**src/rtl/audio_pkg.sv**
```systemverilog
// Shared audio-path types: sample width, stereo frame layout and lock states.
package audio_pkg;

    localparam int AUDIO_SAMPLE_W = 16;

    typedef struct packed {
        logic [AUDIO_SAMPLE_W-1:0] left;
        logic [AUDIO_SAMPLE_W-1:0] right;
    } frame_t;

    typedef enum logic [1:0] {
        ST_UNLOCKED,
        ST_ALIGN,
        ST_LOCKED
    } lock_state_t;

endpackage

```
**src/rtl/sync_fifo.sv**
```systemverilog
// Single-clock FIFO with registered storage; a pop frees a slot for a same-cycle push.
module sync_fifo #(
    parameter int WIDTH = 32,
    parameter int DEPTH = 4
) (
    input  logic             clk,
    input  logic             rst,
    input  logic             push,
    input  logic [WIDTH-1:0] push_data,
    input  logic             pop,
    output logic [WIDTH-1:0] pop_data,
    output logic             full,
    output logic             empty
);

    localparam int AW = $clog2(DEPTH);

    logic [WIDTH-1:0] mem [DEPTH];
    logic [AW:0]      wr_ptr;
    logic [AW:0]      rd_ptr;
    logic             rd_en;
    logic             wr_en;

    assign empty    = (wr_ptr == rd_ptr);
    assign full     = (wr_ptr[AW] != rd_ptr[AW]) &&
                      (wr_ptr[AW-1:0] == rd_ptr[AW-1:0]);
    assign rd_en    = pop & ~empty;
    assign wr_en    = push & (~full | rd_en);
    assign pop_data = mem[rd_ptr[AW-1:0]];

    always_ff @(posedge clk or posedge rst) begin
        if (rst) begin
            wr_ptr <= '0;
            rd_ptr <= '0;
            for (int i = 0; i < DEPTH; i++) mem[i] <= '0;
        end else begin
            if (wr_en) begin
                mem[wr_ptr[AW-1:0]] <= push_data;
                wr_ptr <= wr_ptr + 1'b1;
            end
            if (rd_en) rd_ptr <= rd_ptr + 1'b1;
        end
    end

endmodule

```
**src/rtl/vaudio_i2s_rx.sv**
```systemverilog
// I2S receiver: resynchronises VERA's LRCK/BCK/DATA into clk25 and
// delivers stereo frames through a small FIFO with lock/overflow status.
module vaudio_i2s_rx
    import audio_pkg::*;
#(
    parameter int SAMPLE_W   = AUDIO_SAMPLE_W,
    parameter int FIFO_DEPTH = 4,
    parameter int TIMEOUT    = 1024
) (
    input  logic                clk25,
    input  logic                rst,
    input  logic                i2s_bck,
    input  logic                i2s_lrck,
    input  logic                i2s_data,
    output logic                out_valid,
    input  logic                out_ready,
    output logic [SAMPLE_W-1:0] out_left,
    output logic [SAMPLE_W-1:0] out_right,
    output logic                locked,
    output logic                overflow,
    output logic                short_err,
    input  logic                clr_status
);

    localparam int CW = $clog2(SAMPLE_W + 2);
    localparam int TW = $clog2(TIMEOUT + 1);
    localparam int FW = 2 * SAMPLE_W;

    logic [1:0]          bck_s, lrck_s, data_s;
    logic                bck_h;
    logic                bck_rise, lrck, din;
    logic [SAMPLE_W-1:0] shreg, left_q, word;
    logic [CW-1:0]       bit_cnt;
    logic [TW-1:0]       wd_cnt;
    logic                lr_prev, primed, armed, left_pending;
    logic                boundary, word_short, short_evt, frame_evt;
    logic                wd_expire, push_q, pop, full, empty, ovf_evt;
    logic [FW-1:0]       push_frame, head;
    lock_state_t         state_q, state_d;

    assign bck_rise   = bck_s[1] & ~bck_h;
    assign lrck       = lrck_s[1];
    assign din        = data_s[1];
    assign word       = {shreg[SAMPLE_W-2:0], din};
    assign boundary   = bck_rise & primed & (lrck != lr_prev);
    assign word_short = bit_cnt < CW'(SAMPLE_W - 1);
    assign short_evt  = boundary & armed & word_short;
    assign frame_evt  = boundary & armed & ~word_short & lr_prev & left_pending;
    assign wd_expire  = (wd_cnt == TW'(TIMEOUT));

    always_ff @(posedge clk25 or posedge rst) begin
        if (rst) begin
            bck_s  <= '0;
            lrck_s <= '0;
            data_s <= '0;
            bck_h  <= 1'b0;
        end else begin
            bck_s  <= {bck_s[0], i2s_bck};
            lrck_s <= {lrck_s[0], i2s_lrck};
            data_s <= {data_s[0], i2s_data};
            bck_h  <= bck_s[1];
        end
    end

    // The first edge only samples LRCK; the first word boundary only arms
    // the checker, so a partial word after reset is discarded quietly.
    always_ff @(posedge clk25 or posedge rst) begin
        if (rst) begin
            shreg        <= '0;
            left_q       <= '0;
            bit_cnt      <= '0;
            wd_cnt       <= '0;
            lr_prev      <= 1'b0;
            primed       <= 1'b0;
            armed        <= 1'b0;
            left_pending <= 1'b0;
            push_q       <= 1'b0;
            push_frame   <= '0;
        end else begin
            push_q <= frame_evt;
            if (frame_evt) push_frame <= {left_q, word};
            if (bck_rise) begin
                shreg   <= word;
                lr_prev <= lrck;
                primed  <= 1'b1;
                wd_cnt  <= '0;
                if (boundary) begin
                    bit_cnt <= '0;
                    armed   <= 1'b1;
                    if (armed) begin
                        if (!word_short && !lr_prev) begin
                            left_q       <= word;
                            left_pending <= 1'b1;
                        end else begin
                            left_pending <= 1'b0;
                        end
                    end
                end else if (bit_cnt != CW'(SAMPLE_W + 1)) begin
                    bit_cnt <= bit_cnt + CW'(1);
                end
            end else if (wd_expire) begin
                left_pending <= 1'b0;
                bit_cnt      <= '0;
            end else begin
                wd_cnt <= wd_cnt + TW'(1);
            end
        end
    end

    assign pop     = out_valid & out_ready;
    assign ovf_evt = push_q & full & ~pop;

    sync_fifo #(
        .WIDTH (FW),
        .DEPTH (FIFO_DEPTH)
    ) u_fifo (
        .clk       (clk25),
        .rst       (rst),
        .push      (push_q),
        .push_data (push_frame),
        .pop       (pop),
        .pop_data  (head),
        .full      (full),
        .empty     (empty)
    );

    assign out_valid = ~empty;
    assign out_left  = head[FW-1:SAMPLE_W];
    assign out_right = head[SAMPLE_W-1:0];

    always_ff @(posedge clk25 or posedge rst) begin
        if (rst) begin
            overflow  <= 1'b0;
            short_err <= 1'b0;
            state_q   <= ST_UNLOCKED;
        end else begin
            overflow  <= ovf_evt | (overflow & ~clr_status);
            short_err <= short_evt | (short_err & ~clr_status);
            state_q   <= state_d;
        end
    end

    always_comb begin
        state_d = state_q;
        if (short_evt || wd_expire) begin
            state_d = ST_UNLOCKED;
        end else if (frame_evt) begin
            unique case (state_q)
                ST_UNLOCKED: state_d = ST_ALIGN;
                ST_ALIGN:    state_d = ST_LOCKED;
                default:     state_d = ST_LOCKED;
            endcase
        end
    end

    assign locked = (state_q == ST_LOCKED);

endmodule

```
**config.mk**
```make
export PLATFORM = sky130hd
export DESIGN_NAME = vaudio_i2s_rx
export DESIGN_NICKNAME = d
export VERILOG_FILES = /design/src/rtl/audio_pkg.sv /design/src/rtl/sync_fifo.sv /design/src/rtl/vaudio_i2s_rx.sv
export SDC_FILE = /design/constraint.sdc
export NUM_CORES = 1
export LEC_CHECK = 0
export ABC_AREA = 1
export CAP_MARGIN = 20
export CORE_MARGIN = 3
export CORE_UTILIZATION = 45
export DETAILED_ROUTE_END_ITERATION = 16
export PLACE_DENSITY_LB_ADDON = 0.08
export SKIP_LAST_GASP = 1
export SLEW_MARGIN = 40
export SYNTH_ARGS = -nofsm -noshare
export SYNTH_HDL_FRONTEND = slang
export SYNTH_HIERARCHICAL = 1
export SYNTH_SLANG_ARGS = --single-unit
```
**constraint.sdc**
```tcl
create_clock -name clk25 -period 11.3 [get_ports clk25]
set_input_delay 1.695 -clock clk25 [delete_from_list [all_inputs] [get_ports clk25]]
set_output_delay 1.695 -clock clk25 [all_outputs]
set_load 0.1 [all_outputs]
```
==> key figures <==
Run status
  • Run status: finished, final reports clean

Yosys
  • Synthesized net count: 1230
  • EDFF count, synth: 0
  • Number of standard cells after synthesis: 1214
  • Cell area after synthesis: 10600 um^2
  • Most used flip-flop cell after synthesis: dfrtp_1
  • Area share of the largest cell type after synthesis: a little over half
  • #FFs+latches synth: 229
  • Biggest area contributors in the synthesized netlist: dfrtp_1 54%, nand2_1 14%, nand4_1 8.0%, o21ai_0 4.4%, nor2_1 2.9%
  • Post-Synthesis Mean Instance Area: 8.72 um^2
  • Cell types with the highest counts after synthesis: 388 x nand2_1, 229 x dfrtp_1, 135 x nand4_1
  • Most numerous cell in the Yosys netlist: nand2_1
  • Post-synth ARST share: 100%
  • Number of unique standard cell types used by synthesis: 35
  • Portion of the post-synthesis area used by sequential elements: 54.1%
  • Cell type with the largest total area after synthesis: dfrtp_1
  • Yosys synthesis warning count: 6

Setup path
  • Setup Crit Path Kind: flop to output port
  • Crit path top cell by count: buf_4
  • Required time of the critical path: roughly 9.6 ns
  • Delay of the slowest cell on the worst path: ~0.54 ns
  • Critical path arrival: roughly 2.8 ns
  • Kind of end point of the critical path: output port
  • Cells along the critical path: buf_4, clkinv_1, buf_4, o21ai_0, o22ai_1, buf_2
  • Top fanout value on the critical path: 68
  • Buf/Inv on CP: 4
  • Kind of cell adding the most delay to the critical path: buffers and inverters
  • CP startpoint kind: flop
  • Max stage delay cell, worst path: buf_4

Pwr
  • Int Pwr: 1350 uW
  • Share of power burned in registers: about half
  • Power Dens Cells: between 100 and 150 nW/um^2
  • Switching Share: 22.8%
  • Net Switching: 399 uW
  • Leakage: 0.00612 uW
  • Gate power share: 4.3%
  • Peak supply drop: ~140 uV
  • Fraction of power consumed by the clock network: approximately 47%

Final layout
  • Final Net Count: 1221
  • Combined flip-flop and latch cell area: approximately 5700 um^2
  • Share of cells above drive strength 1: 13.2%
  • Area of combinational cells with multiple inputs: around 4200 um^2
  • Layout area overhead: 10.9%
  • Antenna diodes: 0
  • Post-route core utilization: 51.4%
  • Final non-filler cell area: 11700 um^2
  • Number of inserted filler cells in the final layout: 2230
  • Number of non-filler instances in the completed layout: between 1500 and 2000

STA
  • Setup Total Neg Slack: 0 ns
  • Worst slew slack as a fraction of its limit: 43.8%
  • Slew @ Worst Pin: between 0.8 and 0.9 ns
  • Setup repair after global routing missed its margin: false
  • Final hold violation count: 0
  • Post-route worst hold slack: 0.346 ns
  • Time the worst path needs with I/O delays and setup: 4.49 ns
  • Final setup fails: 0
  • Maximum clock frequency: 223 MHz
  • Final Cycle Share: 39.7%
  • Number of pins exceeding their max-slew limit in the final report: 0
  • Worst clock skew on the final layout: 0.0133 ns

Route
  • Initial drt markers: between 500 and 600
  • Routed vias/inst: 5.38
  • Routed Antenna Nets: 0
  • Final routed DRC violation total: 0
  • Number of vias after detailed routing: around 8300
  • Pre-antenna DRT Iters: 7
  • Total wirelength of the detailed-routed design: about 27000 um
  • Avg WL per Cell: 17.3 um

Die
  • Die extent in x: 159 um
  • Die area: about 25000 um^2
  • Core area: 22800 um^2
  • Initial Util: between 40% and 50%
  • Die height: between 150 and 200 um
  • Number of placement rows: 55
  • Number of top-level pins: 43

Flow run
  • Number of max-cap violations: 0

Hold path
  • Class of the tightest hold or removal check: flop to flop

CTS
  • CTS tree: done
  • Clock root buffer: clkbuf_16
  • Post-CTS Setup Inserts: 0
  • Clock transition at path regs: 0.06 ns
  • Hold-fix buffer count after cts: 0
  • Max clock buf depth: 3
  • Number of H-tree branching levels: 1
  • CTS Sinks: 229
  • Number of buffers added by the clock tree synthesis step: 26
  • Total of cells resized after clock tree synthesis: 0
  • Insertion delay to the later sink of the worst-skew pair: 0.52 ns

GRT
  • Vias in the first global route: around 7900
  • Wire length of the first global-routing pass: 43800 um
  • Maximum number of pins on one net before global-route repair: 93
  • Total gr overflow: 0
  • Initial antenna violation count: 0
  • Total global-route track usage: 20.8%

Placement
  • Post-Place Cells: 1490
  • Instance area after placement: 10900 um^2
  • Input/output buffers: 42
  • Sum of net half-perimeters after detailed placement: around 15000 um
  • Placer's final routability congestion estimate: 0.761
-- power by group through the flow --
stage | clock network [uW] | logic [uW] | registers (uW)
floorplan | 0 | 51.8 | 866
global placement | 0 | 78.0 | 865
detailed placement | 0 | 78.5 | 865
global route | 883 | 87.2 | 853
finish | 824 | 75.9 | 851
CTS | 847 | 78.8 | 851
-- metal layers --
layer,routed length (um),vias up,GRT usage [%]
met3,1130,28,2.65
met2,12700,151,34.0
met1,12400,4021,30.1
li1,-,4060,-
met4,386,0,4.26
met5,0,-,0
-- cells in the final DEF, fill, tap and decap left out, types with 2 or more instances in the layout --
cell | Yosys | routed
inv_4 | 1 | 2
buf_4 | 9 | 10
nand3_1 | 18 | 15
clkbuf_16 | 0 | 27
nand4_4 | 2 | 2
o21ai_2 | 32 | 32
inv_2 | 3 | 3
inv_6 | 0 | 2
nand2_1 | 388 | 388
buf_2 | 17 | 36
nand2_2 | 18 | 18
clkdlybuf4s50_1 | 0 | 6
inv_1 | 50 | 47
clkinv_2 | 0 | 6
nand2_4 | 2 | 2
o22ai_1 | 34 | 34
dfrtp_1 | 229 | 227
buf_6 | 7 | 2
nor3_1 | 8 | 8
clkbuf_8 | 0 | 6
xnor2_1 | 2 | 2
nand4_1 | 135 | 135
o21ai_0 | 92 | 92
nand3_4 | 3 | 6
and3_1 | 2 | 2
nor2_1 | 81 | 81
clkbuf_1 | 38 | 5
ha_1 | 9 | 9
a21oi_1 | 5 | 5
-- final timing paths --
kind	startpoint	end	slack [ns]	cells past startpoint
setup / recovery	u_fifo/rd_ptr[0]$_DFFE_PP0P_	out_left[0]	6.81	6
hold / removal	bck_s[0]$_DFF_PP0_	bck_s[1]$_DFF_PP0_	0.35	0
setup reg to reg	u_fifo/rd_ptr[1]$_DFFE_PP0P_	u_fifo/mem[99]$_DFFE_PP0P_	7.32	12
hold reg to reg	bck_s[0]$_DFF_PP0_	bck_s[1]$_DFF_PP0_	0.35	0
max in group asynchronous	rst	u_fifo/rd_ptr[0]$_DFFE_PP0P_	8.46	3
min in group asynchronous	rst	push_q$_DFF_PP0_	1.69	2
-- logic make-up (layout without fill, tap and decap cells) --
| kind of cell | Yosys count | in the layout | synth area share [%] |
|---|---|---|---|
| buffers and inverters | 145 | 154 | 6.40 |
| AO/OA/AOI/OAI | 164 | 164 | 9.30 |
| adder cells (fa/ha/maj) | 9 | 9 | 1.06 |
| flip-flops | 229 | 229 | 54.1 |
| XOR/XNOR | 3 | 3 | 0.248 |
| AND/OR/NAND/NOR | 664 | 664 | 28.8 |
-- worst reg2reg max path, cell delays in order, from the launching register on --
cell and delay, ns:
dfrtp_1 0.32, buf_4 0.38, inv_2 0.41, nand2_1 0.16, nand2_1 0.13, nand4_1 0.20, inv_1 0.08, nor2_1 0.39
inv_1 0.14, nand4_4 0.48, nand3_2 0.83, nand2_1 0.29, nand2_1 0.07
-- flip-flops by register name, indices dropped and copies added, names as in the netlist, 2 cells and up --
register / count
lrck_s: 2
bit_cnt: 5
state_q: 2
data_s: 2
push_frame: 32
wd_cnt: 11
bck_s: 2
shreg: 15
left_q: 16
u_fifo/rd_ptr: 3
u_fifo/wr_ptr: 3
u_fifo/mem: 128
-- layout make-up --
cell class / instances / area share, %
sequential: 229 / 48.9
multi-input combinational: 840 / 35.9
clock buffer: 38 / 6.62
tap: 313 / 3.34
timing repair buffer: 54 / 2.88
inverter: 54 / 1.81
clock inverter: 8 / 0.586
-- metrics by stage --
| step | power [uW] | worst slack (ns) |
|---|---|---|
| 6_report | 1750 | 6.81 |
| 2_1_floorplan | 918 | 6.02 |
| 4_1_cts | 1780 | 6.81 |
| 3_5_place_dp | 944 | 6.86 |
| 5_1_grt | 1820 | 6.57 |
| 3_3_place_gp | 943 | 6.71 |
Power figures use the tool's default switching activity.
